===== src/rtl/audio_pkg.sv =====
// audio_pkg: capture FSM states and shared audio-path constants
package audio_pkg;
  typedef enum logic [1:0] {CAP_IDLE, CAP_ARM, CAP_CAPTURE, CAP_DONE} cap_state_t;
  localparam int SAMPLE_W = 32;
  localparam int DEF_CLK_DIV = 4;
  localparam int DEF_DECIM = 128;
endpackage


===== src/rtl/pdm_clk_gen.sv =====
// pdm_clk_gen: divides clk into the microphone clock and flags the bit-sample cycle
module pdm_clk_gen #(
  parameter int CLK_DIV = 4
) (
  input  logic clk,
  input  logic rst,
  input  logic en,
  output logic pdm_clk,
  output logic strobe
);
  localparam int DW = $clog2(CLK_DIV);
  logic [DW-1:0] div;
  logic wrap;
  assign wrap = div == DW'(CLK_DIV - 1);
  assign strobe = en & wrap & pdm_clk;
  // divider runs only while enabled; pdm_clk idles low otherwise
  always_ff @(posedge clk) begin
    if (rst || !en) begin
      div <= '0;
      pdm_clk <= 1'b0;
    end else begin
      div <= wrap ? '0 : div + DW'(1);
      pdm_clk <= wrap ? ~pdm_clk : pdm_clk;
    end
  end
endmodule


===== src/rtl/pdm_mic_capture.sv =====
// pdm_mic_capture: clocks a PDM mic, boxcar-decimates its bits and writes samples to memory
module pdm_mic_capture
  import audio_pkg::*;
#(
  parameter int CLK_DIV = DEF_CLK_DIV,
  parameter int DECIM = DEF_DECIM,
  parameter int ADDR_W = 16,
  parameter int DEPTH = 65536
) (
  input  logic                clk,
  input  logic                rst,
  input  logic                rec_en,
  input  logic                pdm_data,
  output logic                pdm_clk,
  output logic                pdm_lrsel,
  output logic                wr_en,
  output logic [ADDR_W-1:0]   wr_addr,
  output logic [SAMPLE_W-1:0] wr_data,
  output logic                busy,
  output logic                done,
  output logic [ADDR_W:0]     sample_cnt
);
  localparam int AW = $clog2(DECIM);
  cap_state_t state;
  logic [AW:0] acc, acc_next;
  logic [AW-1:0] bits;
  logic strobe, last_bit, last_addr;
  pdm_clk_gen #(.CLK_DIV(CLK_DIV)) u_clk_gen (
    .clk(clk),
    .rst(rst),
    .en(state == CAP_CAPTURE),
    .pdm_clk(pdm_clk),
    .strobe(strobe)
  );
  assign pdm_lrsel = 1'b0;
  assign busy = state == CAP_ARM || state == CAP_CAPTURE;
  assign done = state == CAP_DONE;
  assign acc_next = acc + (AW + 1)'(pdm_data);
  assign last_bit = bits == AW'(DECIM - 1);
  assign last_addr = wr_addr == ADDR_W'(DEPTH - 1);
  // capture FSM, accumulator and write-side bookkeeping
  always_ff @(posedge clk) begin
    if (rst) begin
      state <= CAP_IDLE;
      acc <= '0;
      bits <= '0;
      wr_en <= 1'b0;
      wr_addr <= '0;
      wr_data <= '0;
      sample_cnt <= '0;
    end else begin
      wr_en <= 1'b0;
      if (wr_en) begin
        sample_cnt <= sample_cnt + (ADDR_W + 1)'(1);
        wr_addr <= last_addr ? wr_addr : wr_addr + ADDR_W'(1);
      end
      case (state)
        CAP_IDLE: if (rec_en) begin
          state <= CAP_ARM;
          sample_cnt <= '0;
          wr_addr <= '0;
        end
        CAP_ARM: begin
          acc <= '0;
          bits <= '0;
          state <= rec_en ? CAP_CAPTURE : CAP_IDLE;
        end
        CAP_CAPTURE: begin
          state <= !rec_en ? CAP_IDLE : (wr_en && last_addr) ? CAP_DONE : CAP_CAPTURE;
          if (strobe) begin
            bits <= bits + AW'(1);
            acc <= last_bit ? '0 : acc_next;
          end
          if (strobe && last_bit && rec_en) begin
            wr_en <= 1'b1;
            wr_data <= SAMPLE_W'(acc_next);
          end
        end
        default: state <= rec_en ? CAP_DONE : CAP_IDLE;
      endcase
    end
  end
endmodule


===== config.mk =====
export PLATFORM = sky130hd
export DESIGN_NAME = pdm_mic_capture
export DESIGN_NICKNAME = d
export VERILOG_FILES = /design/src/rtl/audio_pkg.sv /design/src/rtl/pdm_clk_gen.sv /design/src/rtl/pdm_mic_capture.sv
export SDC_FILE = /design/constraint.sdc
export NUM_CORES = 1
export LEC_CHECK = 0
export CORE_UTILIZATION = 46
export DETAILED_ROUTE_END_ITERATION = 16
export PLACE_DENSITY = 0.79
export SLEW_MARGIN = 20
export SYNTH_ARGS = -nofsm -noshare
export SYNTH_HDL_FRONTEND = slang
export SYNTH_SLANG_ARGS = --single-unit
export TNS_END_PERCENT = 10

===== constraint.sdc =====
create_clock -name clk -period 4.1 [get_ports clk]
set_input_delay 0.615 -clock clk [delete_from_list [all_inputs] [get_ports clk]]
set_output_delay 0.615 -clock clk [all_outputs]
set_load 0.02 [all_outputs]

==> flow_summary_export.csv <==
group,metric,value,unit
cells_and_area,drive_above_1_share,7.46,%
yosys,avgSynthCellArea,9.02,um^2
yosys,postSynthCellCount,348,
hold_path,hold_path_class,"reg -> reg",
global_routing,busiest_layer,"met2",
sta,finalCriticalPeriod,2.29,ns
cells_and_area,fillers,560,
global_routing,track_usage,18.5,%
cells_and_area,post-route-cell-area,0.00381,mm^2
cells_and_area,nets,412,
floorplanning,fp.dieArea,0.00716,mm^2
power_and_ir_drop,fin_total_pwr,0.00128,W
sta,worst_slew_pin_slew,0.538,ns
sta,skew,0.00672,ns
sta,hold_viol_final,0,
floorplanning,num_rows,29,
yosys,synth_edf_count,0,
global_routing,overflow,0,
yosys,synth_common_cells,"dfxtp_1 (62), nor2_1 (42), buf_4 (28)",
setup_path,worstPathArrival,1.68,ns
clock_tree,cts_num_sinks,62,
yosys,yosysWarnings,0,
place,portBuffers,48,
detailed_routing,initialDrtViolationCount,148,
clock_tree,post_cts_buffers,0,
sta,setup_viol,0,
flow_run,maxCapViolCount,0,
run_status,status,"completed",
yosys,synthDistinctLibCells,53,
floorplanning,io_pins,74,
detailed_routing,wl,6450,um
place,place_congestion,0.834,
place,placed_cell_area,0.00359,mm^2
clock_tree,numCtsBuffers,9,
detailed_routing,drc,0,
global_routing,grt_pass1_wl,10700,um
setup_path,critical_path_required,3.48,ns
yosys,synthFlopType,"dfxtp_1",
global_routing,grt_pass1_vias,2284,
power_and_ir_drop,p_leak,1.38,nW
cells_and_area,n_antenna_cell,0,
setup_path,critPathKind,"reg -> out",
detailed_routing,wire_per_inst,13.5,um
sta,drv_slew,0,
global_routing,antenna_found_initial,0,
clock_tree,worst_skew_pair.late_latency,0.34,ns
clock_tree,cts_tree,"done",
setup_path,cp-start-kind,"flop",
floorplanning,initial_core_util,48.6,%
yosys,yosys-top-cells-area,"dfxtp_1 (40%), buf_4 (6.7%), nor2_1 (5.0%)",
clock_tree,cts-root-buf,"clkbuf_8",
clock_tree,postCtsHoldBufs,0,
clock_tree,htreeDepth,3,
floorplanning,coreArea,0.00646,mm^2
yosys,netlist_area,0.00314,mm^2
detailed_routing,vias,2631,
yosys,async_flop_share,0,%
global_routing,grt.met1_usage,23.7,%
global_routing,grtUsageMet3,5.31,%
floorplanning,die_w,84.6,um
yosys,yosysTopAreaCellShare,39.6,%
sta,fmax,0.436,GHz
yosys,synth.most_common_cell,"dfxtp_1",
power_and_ir_drop,powerDensity,335,mW/mm^2
global_routing,grt_max_degree,21,
power_and_ir_drop,ir_drop,0.322,mV
yosys,ys_seq_area_share,39.6,%
floorplanning,die_h,84.6,um
cells_and_area,final_util,59.0,%
yosys,yosys.area.top_type,"dfxtp_1",
global_routing,grt_util_met2,30.5,%
yosys,ys_ff_latch,62,
setup_path,cp_max_fo,4,
sta,max_slew_margin,64.1,%
detailed_routing,dr.pass1.iters,10,
setup_path,crit_path_end_kind,"primary output",
clock_tree,clk_pin_slew,0.06,ns
sta,fin_tns_setup,0,ns
cells_and_area,area_delta_synth_final,21.3,%
clock_tree,cts_resized,0,
detailed_routing,postRouteAntennaNets,0,
clock_tree,clockBufferDepth,2,
detailed_routing,viasPerCell,5.49,
place,dp_hpwl,4680,um
sta,fin_crit_sh,55.9,%
sta,rsz0062_at_grt,"false",
==> final cells by class <==
type / count / area, um^2 / share of cell area, %
Multi-Input combinational cell: 268 / 1720 / 45.3
Sequential cell: 62 / 1240 / 32.6
Timing Repair Buffer: 51 / 503 / 13.2
Clock buffer: 11 / 151 / 3.98
Tap cell: 77 / 96.3 / 2.53
Clock inverter: 4 / 70.1 / 1.84
Inverter: 6 / 22.5 / 0.592
==> metal layers <==
| layer | vias up | share of wire [%] |
|---|---|---|
| met5 | - | 0 |
| met4 | 0 | 1.1 |
| met3 | 8 | 5.6 |
| met2 | 74 | 48 |
| met1 | 1232 | 45 |
| li1 | 1317 | - |
==> path summary, 6_finish.rpt <==
path                               start                     endpoint  slack (ns)  cells past startpoint
min          u_clk_gen.div[0]$_SDFF_PP0_  u_clk_gen.div[0]$_SDFF_PP0_        0.43                      1
max reg2reg        state[0]$_SDFFE_PP0P_      wr_data[7]$_SDFFE_PP0P_        2.01                      6
min reg2reg  u_clk_gen.div[0]$_SDFF_PP0_  u_clk_gen.div[0]$_SDFF_PP0_        0.43                      1
max                state[0]$_SDFFE_PP0P_                         busy        1.81                      3
==> registers in the layout (all words and copies together) (netlist names) <==
register           cells
state                  2
u_clk_gen.pdm_clk      1
sample_cnt            17
wr_addr               16
wr_data                8
bits                   7
u_clk_gen.div          2
wr_en                  1
acc                    8
==> logic make-up (layout without fill, tap and decap cells) <==
| logic type | count (synthesis) | count (layout) | synth area share, % |
|---|---|---|---|
| multiplexers | 4 | 4 | 1.28 |
| adder cells (fa/ha/maj) | 10 | 10 | 3.99 |
| flip-flops | 62 | 62 | 39.6 |
| XOR/XNOR | 25 | 25 | 6.98 |
| buffers and inverters | 42 | 72 | 8.41 |
| AO/OA/AOI/OAI | 67 | 67 | 14.6 |
| other | 1 | 25 | 0.120 |
| AND/OR/NAND/NOR | 137 | 137 | 25.1 |
==> through the flow <==
stage / worst slack (ns) / hold slack [ns] / std cells
after floorplan: 2.35 / 0.408 / 372
after global placement: 1.62 / 0.418 / 464
after detailed placement: 1.58 / 0.424 / 464
after CTS: 1.79 / 0.433 / 479
after global routing: 1.74 / 0.443 / 479
final: 1.81 / 0.434 / 479
==> report_power, final <==
part	internal (W)	leakage, nW	switching (W)
sequential	0.000604	0.500	0.00000214
combinational	0.0000170	0.765	0.0000519
clock	0.000370	0.115	0.000231
==> cells in the final DEF (no fill, tap or decap), types with 6 or more instances in the layout <==
cell type and instances:
nand2_1 20, clkbuf_8 11, o21ai_0 8, conb_1 25, a211oi_1 8, dfxtp_1 62, and3_1 7, a21oi_1 21
xnor2_1 13, nor2_1 42, nand3_1 14, a31oi_1 7, or3_1 6, xor2_1 12, nand4_1 8, clkdlybuf4s50_1 48
and4_1 7, ha_1 10, inv_1 6
==> critical path, cell delays in order (launching register included) <==
cell and delay [ns]:
dfxtp_1 0.39, inv_1 0.08, ha_1 0.28, clkdlybuf4s50_1 0.59
(Power assumes the default switching activity.)
